$ cat config.mk
export PLATFORM = sky130hd
export DESIGN_NAME = dec_stage
export DESIGN_NICKNAME = d
export VERILOG_FILES = /design/src/rtl/cpu_pkg.sv /design/src/rtl/register_file.sv /design/src/rtl/dec_stage.sv
export SDC_FILE = /design/constraint.sdc
export NUM_CORES = 2
export LEC_CHECK = 0
export CAP_MARGIN = 10
export CORE_MARGIN = 3
export CORE_UTILIZATION = 50
export DETAILED_ROUTE_END_ITERATION = 8
export PLACE_DENSITY = 0.7
export RECOVER_POWER = 100
export SKIP_LAST_GASP = 1
export SYNTH_ARGS = -nofsm -noshare
export SYNTH_HDL_FRONTEND = slang
export SYNTH_HIERARCHICAL = 1
export SYNTH_SLANG_ARGS = --single-unit
$ cat constraint.sdc
create_clock -name Clk -period 34.9 [get_ports Clk]
set_clock_uncertainty 0.15 [all_clocks]
set_input_delay 8.725 -clock Clk [delete_from_list [all_inputs] [get_ports Clk]]
set_output_delay 8.725 -clock Clk [all_outputs]
set_load 0.03 [all_outputs]
$ cat src/rtl/cpu_pkg.sv
// Shared decode-stage definitions: immediate modes, instruction field positions
// and write-back source encodings.
package cpu_pkg;

  // ImmExt encodings
  localparam logic [1:0] IMM_ZERO     = 2'b00;
  localparam logic [1:0] IMM_SIGN     = 2'b01;
  localparam logic [1:0] IMM_HI16     = 2'b10;
  localparam logic [1:0] IMM_SIGN_SH2 = 2'b11;

  // Instruction field positions
  localparam int unsigned RS_MSB  = 25;
  localparam int unsigned RS_LSB  = 21;
  localparam int unsigned RD_MSB  = 20;
  localparam int unsigned RD_LSB  = 16;
  localparam int unsigned RT_MSB  = 15;
  localparam int unsigned RT_LSB  = 11;
  localparam int unsigned IMM_MSB = 15;
  localparam int unsigned IMM_LSB = 0;

  // Write-back data source select
  localparam logic WB_ALU = 1'b0;
  localparam logic WB_MEM = 1'b1;

endpackage

$ cat src/rtl/register_file.sv
// Register file: two combinational read ports, one synchronous write port,
// asynchronous active-high reset, R0 hard-wired to zero.
// Optional same-cycle write-to-read forwarding under DEC_STAGE_BYPASS_EN.
module register_file #(
  parameter int unsigned RF_DEPTH = 32,
  parameter int unsigned DW       = 32,
  localparam int unsigned AW      = $clog2(RF_DEPTH)
) (
  input  logic          clk_i,
  input  logic          rst_i,
  input  logic [AW-1:0] rd_addr_a_i,
  input  logic [AW-1:0] rd_addr_b_i,
  input  logic          wr_en_i,
  input  logic [AW-1:0] wr_addr_i,
  input  logic [DW-1:0] wr_data_i,
  output logic [DW-1:0] rd_data_a_o,
  output logic [DW-1:0] rd_data_b_o
);

  logic [DW-1:0] regs_q [RF_DEPTH];
  logic [DW-1:0] regs_d [RF_DEPTH];
  logic          wr_hit;

  // Writes to R0 are dropped so it never holds anything but zero.
  assign wr_hit = wr_en_i && (wr_addr_i != '0);

  // Next-state: update the addressed entry on a qualifying write.
  always_comb begin
    regs_d = regs_q;
    if (wr_hit) begin
      regs_d[wr_addr_i] = wr_data_i;
    end
    regs_d[0] = '0;
  end

  // Storage, cleared asynchronously by reset.
  always_ff @(posedge clk_i or posedge rst_i) begin
    if (rst_i) begin
      for (int i = 0; i < int'(RF_DEPTH); i++) begin
        regs_q[i] <= '0;
      end
    end else begin
      regs_q <= regs_d;
    end
  end

  // Combinational reads, with optional forwarding of the in-flight write.
  always_comb begin
    rd_data_a_o = (rd_addr_a_i == '0) ? '0 : regs_q[rd_addr_a_i];
    rd_data_b_o = (rd_addr_b_i == '0) ? '0 : regs_q[rd_addr_b_i];
`ifdef DEC_STAGE_BYPASS_EN
    if (wr_hit && (rd_addr_a_i == wr_addr_i)) begin
      rd_data_a_o = wr_data_i;
    end
    if (wr_hit && (rd_addr_b_i == wr_addr_i)) begin
      rd_data_b_o = wr_data_i;
    end
    // Forwarded data must not leak out while storage is held in reset.
    if (rst_i) begin
      rd_data_a_o = '0;
      rd_data_b_o = '0;
    end
`endif
  end

endmodule

$ cat src/rtl/dec_stage.sv
// Instruction decode stage: register address extraction, write-back data mux,
// immediate extender and the register file.
// Optional feature macro: DEC_STAGE_BYPASS_EN (same-cycle write forwarding).
module dec_stage
  import cpu_pkg::*;
#(
  parameter int unsigned RF_DEPTH = 32,
  parameter int unsigned DW       = 32
) (
  input  logic          Clk,
  input  logic          Rst,
  input  logic [31:0]   Instr,
  input  logic          RF_WrEn,
  input  logic          RF_WrData_sel,
  input  logic          RF_B_sel,
  input  logic [1:0]    ImmExt,
  input  logic [DW-1:0] ALU_out,
  input  logic [DW-1:0] MEM_out,
  output logic [DW-1:0] Immed,
  output logic [DW-1:0] RF_A,
  output logic [DW-1:0] RF_B
);

  localparam int unsigned AW = $clog2(RF_DEPTH);

  logic [AW-1:0] rs, rd, rt, addr_b;
  logic [15:0]   imm16;
  logic [DW-1:0] wr_data;
  logic          unused_instr;

  assign rs    = Instr[RS_MSB:RS_LSB];
  assign rd    = Instr[RD_MSB:RD_LSB];
  assign rt    = Instr[RT_MSB:RT_LSB];
  assign imm16 = Instr[IMM_MSB:IMM_LSB];

  // Opcode bits are decoded elsewhere.
  assign unused_instr = ^Instr[31:26];

  // Port B address and write-back source selection.
  always_comb begin
    addr_b  = RF_B_sel ? rd : rt;
    wr_data = (RF_WrData_sel == WB_MEM) ? MEM_out : ALU_out;
  end

  // Immediate extension; mode 11 drops the top two sign bits after the shift.
  always_comb begin
    Immed = '0;
    unique case (ImmExt)
      IMM_ZERO:     Immed = {{(DW-16){1'b0}}, imm16};
      IMM_SIGN:     Immed = {{(DW-16){imm16[15]}}, imm16};
      IMM_HI16:     Immed = {imm16, {(DW-16){1'b0}}};
      IMM_SIGN_SH2: Immed = {{(DW-18){imm16[15]}}, imm16, 2'b00};
      default:      Immed = '0;
    endcase
  end

  register_file #(
    .RF_DEPTH (RF_DEPTH),
    .DW       (DW)
  ) u_register_file (
    .clk_i       (Clk),
    .rst_i       (Rst),
    .rd_addr_a_i (rs),
    .rd_addr_b_i (addr_b),
    .wr_en_i     (RF_WrEn),
    .wr_addr_i   (rd),
    .wr_data_i   (wr_data),
    .rd_data_a_o (RF_A),
    .rd_data_b_o (RF_B)
  );

endmodule

==> flow_summary.yaml <==
clocking:
  clock-sinks: 992
  cts_setup_buffers: 0
  cts.clk_slew.worst_paths_ps: 60
  cts_tree: "built"
  cts_hold_buf: 0
  root_buffer: "clkbuf_16"
  htreeDepth: 3
  clock_latency_ps: 670
  cts_buffer_depth: 3
  cts_buffers: 105
  postCtsResizedCells: 0
yosys:
  synth.avg_cell_area_sq_um: 14.2
  synth_cell_types: 58
  synthArstFlopShare_pct: 100
  synthTopCellsByArea: "dfrtp_1 (46%), mux2_2 (22%), mux4_2 (17%)"
  synth_ff_type: "dfrtp_1"
  yosysTopAreaCellShare_pct: 45.5
  synth-seq-cells: 992
  synth_area_sq_um: 54500
  synth_fp_nets: 3938
  seq_area_frac_synth_pct: 45.5
  yosysTopAreaCell: "dfrtp_1"
  syn_inst: 3835
  ys_warn_count: 6
  synth_edf_count: 0
route:
  first_pass_iters: 5
  viasPerCell: 6.76
  drt_iter0_markers: 3352
  routed_wl_um: 164000
  drc_errors: 0
  wire_per_inst_um: 31.0
  vias: 35800
  antenna_left: 0
setup_path:
  r2r-end: "u_register_file/regs_q[634]"
  rrSetupSlack_ps: 33920
  timing.setup.critical_path_class: "in -> out"
  cpPeakStageDelay_ps: 2920
  rr_worst_depth: 1
  arrival_ps: 19590
  required_ps: 26020
  r2r_start: "u_register_file/regs_q[634]"
  crit_path_top_delay_cell: "mux2_1"
  cp-start-kind: "input pin"
  endpoint_kind: "output port"
  crit_path_cell_trace: "dlygate4sd3_1 > mux2_1 > clkbuf_1 > nor2b_1 > buf_4 > a21oi_1 > a21oi_1 > o21ai_0 > dlygate4sd3_1"
  cp_max_fo: 59
grt:
  grt_max_degree: 162
  grt_pass1_vias: 36000
  grt_usage_pct: 29.0
  antenna_found_initial: 5
  grt-ovfl-total: 0
  grt_pass1_wl_um: 243000
die:
  die_x_um: 336
  core_area_sq_um: 108000
  rows: 120
  ios: 199
  dieArea_sq_um: 113000
  die_height_um: 336
  start_util_pct: 50.6
outcome:
  status: "complete, but fails checks"
  violations: "capacitance limit, slew limit"
layout:
  reg.largest.list: "u_register_file/regs_q x992"
  largest_reg_flops: 992
  stdcell_area_sq_um: 60300
  drive_above_1_share_pct: 44.3
  syn2layout_area_growth_pct: 10.7
  fin_nets: 3901
  regMostFlops: "u_register_file/regs_q"
placement:
  place.gp.congestion: 0.788
  dp_hpwl_um: 89100
  place_area_sq_um: 57000
  io_buffers: 192
  pre_cts_ws_ps: 11820
sta:
  rsz0062_at_grt: "false"
  clock.fmax_mhz: 35.1
  setup_viol: 0
  report.final.slew_viol_count: 2273
  tightest_slew_ps: 8870
  min_period_over_period_pct: 81.6
  setup_slack_ps: 6430
  min_period_ps: 28470
  finalHoldViolCount: 0
  finalSetupTns_ps: 0
  relSlewSlack_pct: -491
min_path:
  min_delay_worst_endpoint: "u_register_file/regs_q[368]"
  hold_path.class: "reg -> reg"
  hold_depth: 1
  min-delay-start: "u_register_file/regs_q[368]"
pwr:
  ir_drop_mv: 0.0433
  total_power_uw: 3610
  leakagePower_uw: 0.0259
  power.density_nw_per_um2: 59.8
run:
  maxCapViolCount: 57
-- critical path, delay by kind of cell --
family | cells | cell delay [ps]
compound gates | 3 | 650
buf+inv | 4 | 4990
mux | 1 | 2920
simple gates | 1 | 2130
-- cell usage after synthesis, types with 5 or more instances --
cell and number:
mux2_2 1069, dfrtp_1 992, mux4_2 409, nand2_1 183, clkbuf_1 172, mux2i_1 145
a21oi_1 107, buf_2 98, buf_1 70, nor2b_1 69, a221oi_1 61, nor2_1 50
buf_4 41, nand3_1 36, nor3_1 33, o21ai_0 33, o211ai_1 32, mux2_1 31
a21o_1 22, buf_6 21, a22o_1 14, o221ai_1 13, a211oi_1 12, nand2b_1 12
o32ai_1 12, a31oi_1 11, o221ai_2 11, o32a_1 9, inv_1 6, nand3b_1 5
o22a_1 5
-- through the flow --
step | hold WS [ps] | std cells | util, %
floorplan | 320 | 3835 | -
global placement | 335 | 5094 | 52.9
detailed placement | 343 | 5094 | 52.9
CTS | 357 | 5286 | 56.4
global route | 378 | 5286 | 56.1
finish | 355 | 5288 | 56.1
-- layer usage --
metal  vias to the layer above  global-route usage [%]  part of all wire, %
li1                      14600                       -                    -
met1                     19300                    42.2                   43
met2                      1540                    44.7                   46
met3                       316                    5.19                  8.0
met4                         2                    9.17                  3.2
met5                         -                       0               0.0079
-- cell type report --
cell class	count	area, sq um
clock buffers	148	3030
repair buffers	265	2320
clock inverters	44	643
multi-input cells	2426	27700
inverters	8	33.8
flip-flops and latches	992	24800
fillers	8547	47300
well taps	1403	1760
diodes	2	5.00
-- cells in the final DEF (no fill, tap or decap), types with 33 or more instances in the layout --
cell,instances
mux2_2,1064
dfrtp_1,992
mux4_2,409
nand2_1,178
mux2i_1,145
a21oi_1,107
clkbuf_16,107
clkdlybuf4s50_1,99
dlygate4sd3_1,87
nor2b_1,68
clkbuf_1,68
a221oi_1,61
nor2_1,45
nand3_1,36
nor3_1,33
-- where the power goes --
group / total, uW / switching (uW) / internal [uW]
registers: 1570 / 175 / 1390
clock network: 1190 / 478 / 715
logic: 848 / 367 / 481
-- cells by family (layout without fill, tap and decap cells) --
| family | after synthesis | count (layout) | synth area share [%] |
|---|---|---|---|
| simple gates | 408 | 408 | 3.50 |
| mux | 1656 | 1656 | 42.3 |
| buf+inv | 417 | 465 | 3.83 |
| flops | 992 | 992 | 45.5 |
| compound gates | 362 | 362 | 4.79 |
| other cells | 0 | 2 | 0 |
-- worst max-delay path by stage --
stage	end	cells past startpoint	start	slack [ps]
floorplan	u_register_file/regs_q[0]	1	Rst	12360
global placement	RF_B[12]	10	RF_B_sel	11790
detailed placement	RF_B[12]	10	RF_B_sel	11820
CTS	RF_B[12]	10	RF_B_sel	11780
global route	RF_B[19]	9	RF_B_sel	5720
finish	RF_B[19]	9	RF_B_sel	6430
Note: power is estimated with default switching activity, not from simulation.
